===== config.mk =====
export PLATFORM = sky130hd
export DESIGN_NAME = uart_config_requester_flat
export DESIGN_NICKNAME = d
export VERILOG_FILES = /design/src/rtl/uart_config_requester_pkg.sv /design/src/rtl/uart_config_requester_if.sv /design/src/rtl/uart_config_requester.sv /design/src/flat_wrapper.sv
export SDC_FILE = /design/constraint.sdc
export NUM_CORES = 1
export LEC_CHECK = 0
export CAP_MARGIN = 20
export CORE_MARGIN = 5
export CORE_UTILIZATION = 35
export DETAILED_ROUTE_END_ITERATION = 10
export GPL_ROUTABILITY_DRIVEN = 0
export PLACE_DENSITY = 0.74
export SLEW_MARGIN = 10
export SYNTH_ARGS = -nofsm -noshare
export SYNTH_HDL_FRONTEND = slang
export SYNTH_SLANG_ARGS = --single-unit
export TNS_END_PERCENT = 10

===== constraint.sdc =====
create_clock -name clk_i -period 1.37 [get_ports clk_i]
set_input_delay 0.2055 -clock clk_i [delete_from_list [all_inputs] [get_ports clk_i]]
set_output_delay 0.2055 -clock clk_i [all_outputs]
set_load 0.02 [all_outputs]

===== src/rtl/uart_config_requester_pkg.sv =====
// Package: uart_config_requester_pkg
// Shared UART configuration-protocol types and constants: the configuration
// struct, packet IDs, SYN/ACK byte values, the requester FSM encoding and
// the packet assembly helper used by the configuration requester.
package uart_config_requester_pkg;

    // Synchronisation byte that opens every configuration sequence
    localparam logic [7:0] SYN = 8'h16;

    // Number of SYN bytes sent before the first configuration packet
    localparam int unsigned SYN_NUMBER = 3;

    // The device echoes SYN once it has applied the configuration
    localparam logic [7:0] CFG_ACK = SYN;

    // Packet identifiers carried in the low two bits of each packet
    localparam logic [1:0] END_CONFIGURATION_ID = 2'd0;
    localparam logic [1:0] DATA_WIDTH_ID        = 2'd1;
    localparam logic [1:0] PARITY_MODE_ID       = 2'd2;
    localparam logic [1:0] STOP_BITS_ID         = 2'd3;

    typedef enum logic [1:0] {
        DW_5BIT = 2'd0,
        DW_6BIT = 2'd1,
        DW_7BIT = 2'd2,
        DW_8BIT = 2'd3
    } data_width_e;

    typedef enum logic [1:0] {
        EVEN      = 2'd0,
        ODD       = 2'd1,
        DISABLED1 = 2'd2,
        DISABLED2 = 2'd3
    } parity_mode_e;

    typedef enum logic [1:0] {
        SB_1BIT   = 2'd0,
        SB_2BIT   = 2'd1,
        RESERVED1 = 2'd2,
        RESERVED2 = 2'd3
    } stop_bits_e;

    typedef struct packed {
        data_width_e  data_width;
        parity_mode_e parity_mode;
        stop_bits_e   stop_bits;
    } uart_config_s;

    // Requester FSM encoding, also the type of the debug state output
    typedef enum logic [2:0] {
        ST_IDLE     = 3'd0,
        ST_SYN      = 3'd1,
        ST_DW       = 3'd2,
        ST_PM       = 3'd3,
        ST_SB       = 3'd4,
        ST_END      = 3'd5,
        ST_WAIT_ACK = 3'd6
    } cfg_req_fsm_e;

    // Packet layout: {4'b0000, value[1:0], id[1:0]}
    function automatic logic [7:0] assemble_packet(input logic [1:0] id,
                                                   input logic [1:0] value);
        return {4'b0000, value, id};
    endfunction

    // Stop-bit codes the device cannot honour
    function automatic logic stop_bits_illegal(input stop_bits_e sb);
        return (sb == RESERVED1) || (sb == RESERVED2);
    endfunction

endpackage


===== src/rtl/uart_config_requester_if.sv =====
// Interface: uart_config_requester_if
// Groups the host request/status signals, the TX FIFO write handshake and
// the snooped RX FIFO read side of the configuration requester.
//
// Handshake: tx_valid_o/tx_ready_i follow strict valid/ready rules. Once
// tx_valid_o is high, tx_data_o stays constant and tx_valid_o stays high
// until the cycle where tx_ready_i is also high; that cycle is the transfer.
// tx_ready_i while tx_valid_o is low has no effect. rx_valid_i is a
// one-cycle strobe with no back-pressure.
interface uart_config_requester_if;
    import uart_config_requester_pkg::*;

    logic         start_i;
    uart_config_s cfg_i;
    logic [7:0]   tx_data_o;
    logic         tx_valid_o;
    logic         tx_ready_i;
    logic [7:0]   rx_data_i;
    logic         rx_valid_i;
    logic         busy_o;
    logic         done_o;
    logic         error_o;

    // Host / bench side
    modport master (
        output start_i, cfg_i, tx_ready_i, rx_data_i, rx_valid_i,
        input  tx_data_o, tx_valid_o, busy_o, done_o, error_o
    );

    // Requester side
    modport slave (
        input  start_i, cfg_i, tx_ready_i, rx_data_i, rx_valid_i,
        output tx_data_o, tx_valid_o, busy_o, done_o, error_o
    );

endinterface


===== src/rtl/uart_config_requester.sv =====
// Module: uart_config_requester
// Host-side initiator of the UART configuration protocol. On an accepted
// start it streams SYN x SYN_NUMBER, the data-width, parity and stop-bit
// packets and the END packet to the TX path, one byte per transfer.
// Optional feature macro: CFG_ACK_CHECK_EN -- when defined, the requester
// waits after END for the remote acknowledge, with an ACK_TIMEOUT-cycle
// timeout. When undefined, the RX inputs are unused.
module uart_config_requester
    import uart_config_requester_pkg::*;
#(
    parameter int unsigned ACK_TIMEOUT = 1_000_000
) (
    input  logic                          clk_i,
    input  logic                          rst_n_i,
    uart_config_requester_if.slave        bus,
    output cfg_req_fsm_e                  state_o
);

    localparam logic [2:0] S_IDLE = 3'd0;
    localparam logic [2:0] S_SYN  = 3'd1;
    localparam logic [2:0] S_DW   = 3'd2;
    localparam logic [2:0] S_PM   = 3'd3;
    localparam logic [2:0] S_SB   = 3'd4;
    localparam logic [2:0] S_END  = 3'd5;

    localparam logic [1:0] SYN_LAST = 2'(SYN_NUMBER - 1);

    logic [2:0]   state_q,   state_d;
    logic [1:0]   syn_cnt_q, syn_cnt_d;
    uart_config_s cfg_q,     cfg_d;
    logic         done_q,    done_d;
    logic         error_q,   error_d;

    logic         tx_valid;
    logic [7:0]   tx_data;
    logic         tx_fire;

`ifdef CFG_ACK_CHECK_EN
    localparam logic [2:0] S_WAIT_ACK = 3'd6;
    localparam int unsigned TW = (ACK_TIMEOUT > 1) ? $clog2(ACK_TIMEOUT) : 1;
    localparam logic [TW-1:0] ACK_LAST = TW'(ACK_TIMEOUT - 1);

    logic [TW-1:0] ack_cnt_q, ack_cnt_d;
`else
    // RX side and timeout are not part of this build
    logic unused_rx;
    assign unused_rx = ^{bus.rx_data_i, bus.rx_valid_i, ACK_TIMEOUT[0], CFG_ACK};
`endif

    // Byte presented to the TX path; a pure function of the registered
    // state, so it is stable for as long as the transfer is stalled
    always_comb begin
        tx_valid = 1'b0;
        tx_data  = 8'h00;
        case (state_q)
            S_SYN: begin
                tx_valid = 1'b1;
                tx_data  = SYN;
            end
            S_DW: begin
                tx_valid = 1'b1;
                tx_data  = assemble_packet(DATA_WIDTH_ID, cfg_q.data_width);
            end
            S_PM: begin
                tx_valid = 1'b1;
                tx_data  = assemble_packet(PARITY_MODE_ID, cfg_q.parity_mode);
            end
            S_SB: begin
                tx_valid = 1'b1;
                tx_data  = assemble_packet(STOP_BITS_ID, cfg_q.stop_bits);
            end
            S_END: begin
                tx_valid = 1'b1;
                tx_data  = assemble_packet(END_CONFIGURATION_ID, 2'b00);
            end
            default: begin
                tx_valid = 1'b0;
                tx_data  = 8'h00;
            end
        endcase
    end

    assign tx_fire = tx_valid & bus.tx_ready_i;

    // Sequencer: start acceptance, per-byte advance and completion status
    always_comb begin
        state_d   = state_q;
        syn_cnt_d = syn_cnt_q;
        cfg_d     = cfg_q;
        done_d    = 1'b0;
        error_d   = 1'b0;
`ifdef CFG_ACK_CHECK_EN
        ack_cnt_d = ack_cnt_q;
`endif
        case (state_q)
            S_IDLE: begin
                if (bus.start_i) begin
                    if (stop_bits_illegal(bus.cfg_i.stop_bits)) begin
                        error_d = 1'b1;
                    end else begin
                        cfg_d     = bus.cfg_i;
                        syn_cnt_d = 2'd0;
                        state_d   = S_SYN;
                    end
                end
            end
            S_SYN: begin
                if (tx_fire) begin
                    if (syn_cnt_q == SYN_LAST) begin
                        syn_cnt_d = 2'd0;
                        state_d   = S_DW;
                    end else begin
                        syn_cnt_d = syn_cnt_q + 2'd1;
                    end
                end
            end
            S_DW: begin
                if (tx_fire) begin
                    state_d = S_PM;
                end
            end
            S_PM: begin
                if (tx_fire) begin
                    state_d = S_SB;
                end
            end
            S_SB: begin
                if (tx_fire) begin
                    state_d = S_END;
                end
            end
            S_END: begin
                if (tx_fire) begin
`ifdef CFG_ACK_CHECK_EN
                    state_d   = S_WAIT_ACK;
                    ack_cnt_d = '0;
`else
                    state_d   = S_IDLE;
                    done_d    = 1'b1;
`endif
                end
            end
`ifdef CFG_ACK_CHECK_EN
            S_WAIT_ACK: begin
                // A received byte takes priority over the final timeout count
                if (bus.rx_valid_i) begin
                    state_d = S_IDLE;
                    if (bus.rx_data_i == CFG_ACK) begin
                        done_d = 1'b1;
                    end else begin
                        error_d = 1'b1;
                    end
                end else if (ack_cnt_q == ACK_LAST) begin
                    state_d = S_IDLE;
                    error_d = 1'b1;
                end else begin
                    ack_cnt_d = ack_cnt_q + 1'b1;
                end
            end
`endif
            default: begin
                state_d = S_IDLE;
            end
        endcase
    end

    // Sequencer state, latched configuration and status pulses
    always_ff @(posedge clk_i or negedge rst_n_i) begin
        if (!rst_n_i) begin
            state_q   <= S_IDLE;
            syn_cnt_q <= 2'd0;
            cfg_q     <= '0;
            done_q    <= 1'b0;
            error_q   <= 1'b0;
        end else begin
            state_q   <= state_d;
            syn_cnt_q <= syn_cnt_d;
            cfg_q     <= cfg_d;
            done_q    <= done_d;
            error_q   <= error_d;
        end
    end

`ifdef CFG_ACK_CHECK_EN
    // Acknowledge timeout counter, cleared when END is accepted
    always_ff @(posedge clk_i or negedge rst_n_i) begin
        if (!rst_n_i) begin
            ack_cnt_q <= '0;
        end else begin
            ack_cnt_q <= ack_cnt_d;
        end
    end
`endif

    assign bus.tx_valid_o = tx_valid;
    assign bus.tx_data_o  = tx_data;
    assign bus.busy_o     = (state_q != S_IDLE);
    assign bus.done_o     = done_q;
    assign bus.error_o    = error_q;
    assign state_o        = cfg_req_fsm_e'(state_q);

endmodule

===== src/flat_wrapper.sv =====
// flat-port wrapper written by rule: the top's interface ports become plain ports
module uart_config_requester_flat import uart_config_requester_pkg::*;
#(
    parameter int unsigned ACK_TIMEOUT = 1_000_000
)
  (clk_i, rst_n_i, state_o, bus_start_i, bus_cfg_i, bus_tx_ready_i, bus_rx_data_i, bus_rx_valid_i, bus_tx_data_o, bus_tx_valid_o, bus_busy_o, bus_done_o, bus_error_o);
  uart_config_requester_if bus_i ();
  input  logic clk_i;
  input  logic rst_n_i;
  output cfg_req_fsm_e state_o;
  input wire logic [$bits(bus_i.start_i)-1:0] bus_start_i;
  input wire logic [$bits(bus_i.cfg_i)-1:0] bus_cfg_i;
  input wire logic [$bits(bus_i.tx_ready_i)-1:0] bus_tx_ready_i;
  input wire logic [$bits(bus_i.rx_data_i)-1:0] bus_rx_data_i;
  input wire logic [$bits(bus_i.rx_valid_i)-1:0] bus_rx_valid_i;
  output wire logic [$bits(bus_i.tx_data_o)-1:0] bus_tx_data_o;
  output wire logic [$bits(bus_i.tx_valid_o)-1:0] bus_tx_valid_o;
  output wire logic [$bits(bus_i.busy_o)-1:0] bus_busy_o;
  output wire logic [$bits(bus_i.done_o)-1:0] bus_done_o;
  output wire logic [$bits(bus_i.error_o)-1:0] bus_error_o;
  assign bus_i.start_i = bus_start_i;
  assign bus_i.cfg_i = bus_cfg_i;
  assign bus_i.tx_ready_i = bus_tx_ready_i;
  assign bus_i.rx_data_i = bus_rx_data_i;
  assign bus_i.rx_valid_i = bus_rx_valid_i;
  assign bus_tx_data_o = bus_i.tx_data_o;
  assign bus_tx_valid_o = bus_i.tx_valid_o;
  assign bus_busy_o = bus_i.busy_o;
  assign bus_done_o = bus_i.done_o;
  assign bus_error_o = bus_i.error_o;
  uart_config_requester #(.ACK_TIMEOUT(ACK_TIMEOUT)) u_core (.clk_i(clk_i), .rst_n_i(rst_n_i), .bus(bus_i), .state_o(state_o));
endmodule

==> qor_table.md <==
| Item | Reported |
| --- | --- |
| Root buf cell | clkbuf_4 |
| Number of buffers on the longest clock path | 2 |
| Number of buffers created by CTS | 3 |
| Total die area | 3040 sq um |
| Setup repair after global routing missed its margin | true |
| Area post-placement | 1060 sq um |
| Placed wire-length estimate after detailed placement | 1.24 mm |
| Initial antenna violation count | 0 |
| CTS tree | done |
| Worst min path class | input pin to asynchronous set/reset pin |
| Synthesized area | 713 sq um |
| Number of global-route vias before repair | 591 |
| Final routed wire length divided by cell count | 12.8 um |
| Minimum clock period | 1.51 ns |
| Pin count of the biggest net entering global routing | 14 |
| Drt first-iter violations | 14 |
| Sinks on the clock net | 13 |
| GR Util met2 | 23.0% |
| Final setup viols | 13 |
| Int Pwr | 1.59 mW |
| Number of hold-slack violations in the final timing report | 0 |
| Crit path required time | 1.16 ns |
| Starting density of the core | 36.4% |
| Violated checks | negative setup slack |
| Part of the power in the clock network | 9.4% |
| Number of levels the H-tree was split into | 1 |
| # hold bufs at CTS | 0 |
| Total number of yosys warnings | 0 |
| Post-synth top area share | 45.6% |
| Mean Syn Cell Area | 10.6 sq um |
| Maximum net fanout on the critical path | 5 |
| Wire length of the first global-routing pass | 2.70 mm |
| Tightest hold margin | 0.223 ns |
| M1 GR Usage | 15.2% |
| Count of pins over their slew limit | 0 |
| Total iterations of the first detailed-routing run | 4 |
| Setup skew after layout | 0.00515 ns |
| Top cell type by total area after synthesis | dfrtp_1 |
| NumNets Final | 126 |
| Chip height | 55.1 um |
| Kind of critical path | register to output port |
| Achievable frequency | 662 MHz |
| Capturing element type of the critical path | output port |
| Max cap viols | 0 |
| Port buffer count | 21 |
| Most frequent cell after synthesis | dfrtp_1 |
| Number of different library cells in the post-synthesis netlist | 25 |
| Arr. time, crit path | 1.30 ns |
| Part of the power in registers | 25.1% |
| Final setup TNS | -1.21 ns |
| Sequential element share of the synthesized area | 45.6% |
| Instance count of the mapped netlist | 67 |
| Summed area of non-filler cells in the final layout | 1140 sq um |
| Combined global-route utilization of all metal layers | 12.9% |
| Most used flip-flop cell after synthesis | dfrtp_1 |
| Post-route antenna net violation count | 0 |
| DR DRC count | 0 |
| ANT cells | 0 |
| Final global-route overflow total | 0 |
| Total net switching power | 1.05 mW |
| Final standard cell utilization of the core | 58.3% |
| Horiz. Die Dim | 55.1 um |
| Most heavily used metal layer in global routing | met2 |
| Total wire length after detailed routing | 1.71 mm |
| Via count | 603 |
| Leak Pwr | 0.556 nW |
| Vias per inst | 4.53 |
| Number of core rows | 16 |
| EDFF count, synth | 0 |
| Worst-case setup margin in the final layout | -0.140 ns |
| Reg2Reg Launch Point | u_core.state_o[2]$_DFFE_PN0P_ |
| Source of the critical timing path | u_core.state_o[0]$_DFFE_PN0P_ |
| Critical Path Source Type | register |
| Worst ir drop on vdd | 1.39 mV |
| Number of flip-flops and latches in the synthesized netlist | 13 |
| Count of pins on the block boundary | 34 |
| Async SR Flop Fraction | 100% |
| Commonest cells in the synthesized netlist | 13 x dfrtp_1, 5 x a21oi_1, 5 x buf_4, 5 x mux2_4, 4 x mux2i_1 |
| Fraction of layout instances using a drive strength above 1 | 44.3% |
| Cell types occupying the most area after synthesis | dfrtp_1 46%, mux2_4 11%, mux2i_1 5.6% |
| Clock insertion delay at the later pin of the skew report | 0.28 ns |
| Total power | 2.64 mW |
| Period utilization | 110% |
| Power share of the combinational group | 65.6% |
| Met3 usage in global routing | 4.02% |
| Post-synthesis to final-layout area growth | 60.4% |
| Power per cell area | 2310 nW/um^2 |
| Switching Share | 39.9% |
| Clock transition time at the flip-flop clock pins of the worst setup and hold paths | 0.09 ns |
| Run status | complete, but fails checks |
| Area of the core | 1960 sq um |
-- cells by family after synthesis --
kind of cell | after synthesis | share of synthesized area [%]
and+or+nand+nor | 20 | 16.7
DFF | 13 | 45.6
other | 1 | 0.526
buffers and inverters | 10 | 8.25
muxes | 9 | 16.1
xor gates and xnor gates | 1 | 1.23
AOI/OAI and AO/OA | 13 | 11.6
-- placed cells by master, fill, tap and decap left out, drive strengths merged, types with 2 or more instances in the layout --
cell           synthesis  routed
dlygate4sd2            0       2
nand2b                 3       3
mux2                   5       5
conb                   1       3
and3                   2       2
clkdlybuf4s50          0       9
a21oi                  5       5
nand2                  3       3
a22o                   2       2
dfrtp                 13      13
clkbuf                 0       4
inv                    3       3
buf                    7      27
mux2i                  4       4
and2                   2       2
nor2b                  3       3
nor2                   3       3
o21ai                  3       3
-- routing by layer --
| layer | up-vias | routed length [um] |
|---|---|---|
| li1 | 302 | - |
| met4 | 0 | 0 |
| met3 | 0 | 72 |
| met2 | 15 | 892 |
| met1 | 286 | 740 |
| met5 | - | 0 |
-- critical path, cell delays in order, from the launching register on --
cell and delay [ns]:
dfrtp_1 0.40, buf_4 0.16, mux2i_2 0.21, o32ai_2 0.09
buf_4 0.16
-- per-stage QoR --
step | std cells | setup slack (ns)
after CTS | 133 | -0.138
after floorplan | 69 | -0.0904
after detailed placement | 126 | -0.294
final | 133 | -0.140
after global placement | 126 | -0.274
after global routing | 133 | -0.218
-- worst paths after layout --
kind / end / slack, ns / cells after the start
worst max-delay path: bus_tx_data_o[3] / -0.14 / 4
worst min-delay path: u_core.syn_cnt_q[1]$_DFFE_PN0P_ / 0.22 / 2
worst max register to register: u_core.cfg_q[3]$_DFFE_PN0P_ / -0.12 / 5
worst min register to register: u_core.cfg_q[5]$_DFFE_PN0P_ / 0.56 / 1
max in group asynchronous: u_core.state_o[1]$_DFFE_PN0P_ / 0.98 / 2
min in group clk_i: u_core.bus.error_o$_DFF_PN0_ / 0.53 / 2
-- cell type report --
| class | instances | area (sq um) |
|---|---|---|
| Sequential cell | 13 | 325 |
| Tap cell | 27 | 33.8 |
| Fill cell | 180 | 818 |
| Clock inverter | 1 | 5.00 |
| Multi-Input combinational cell | 46 | 387 |
| Inverter | 3 | 11.3 |
| Timing Repair Buffer | 40 | 359 |
| Clock buffer | 3 | 22.5 |
-- state kept, by name, indices dropped and copies added (netlist names) --
| register | flops |
|---|---|
| u_core.cfg_q | 6 |
| u_core.state_o | 3 |
| u_core.syn_cnt_q | 2 |
| u_core.bus.done_o | 1 |
| u_core.bus.error_o | 1 |
-- power by group through the flow --
stage	clock network, mW	logic [mW]	registers (mW)
finish	0.248	1.73	0.661
global route	0.268	1.86	0.685
CTS	0.249	1.72	0.654
detailed placement	0	1.58	0.648
global placement	0	1.55	0.640
floorplan	0	0.833	0.685
-- what timing repair did --
action,CTS,global route
setup endpoints to repair,19,16
cloned,0,0
resized for setup,56,5
pin swaps,3,2
setup buffers,3,0
No activity file was read; power rests on OpenSTA's default activity.
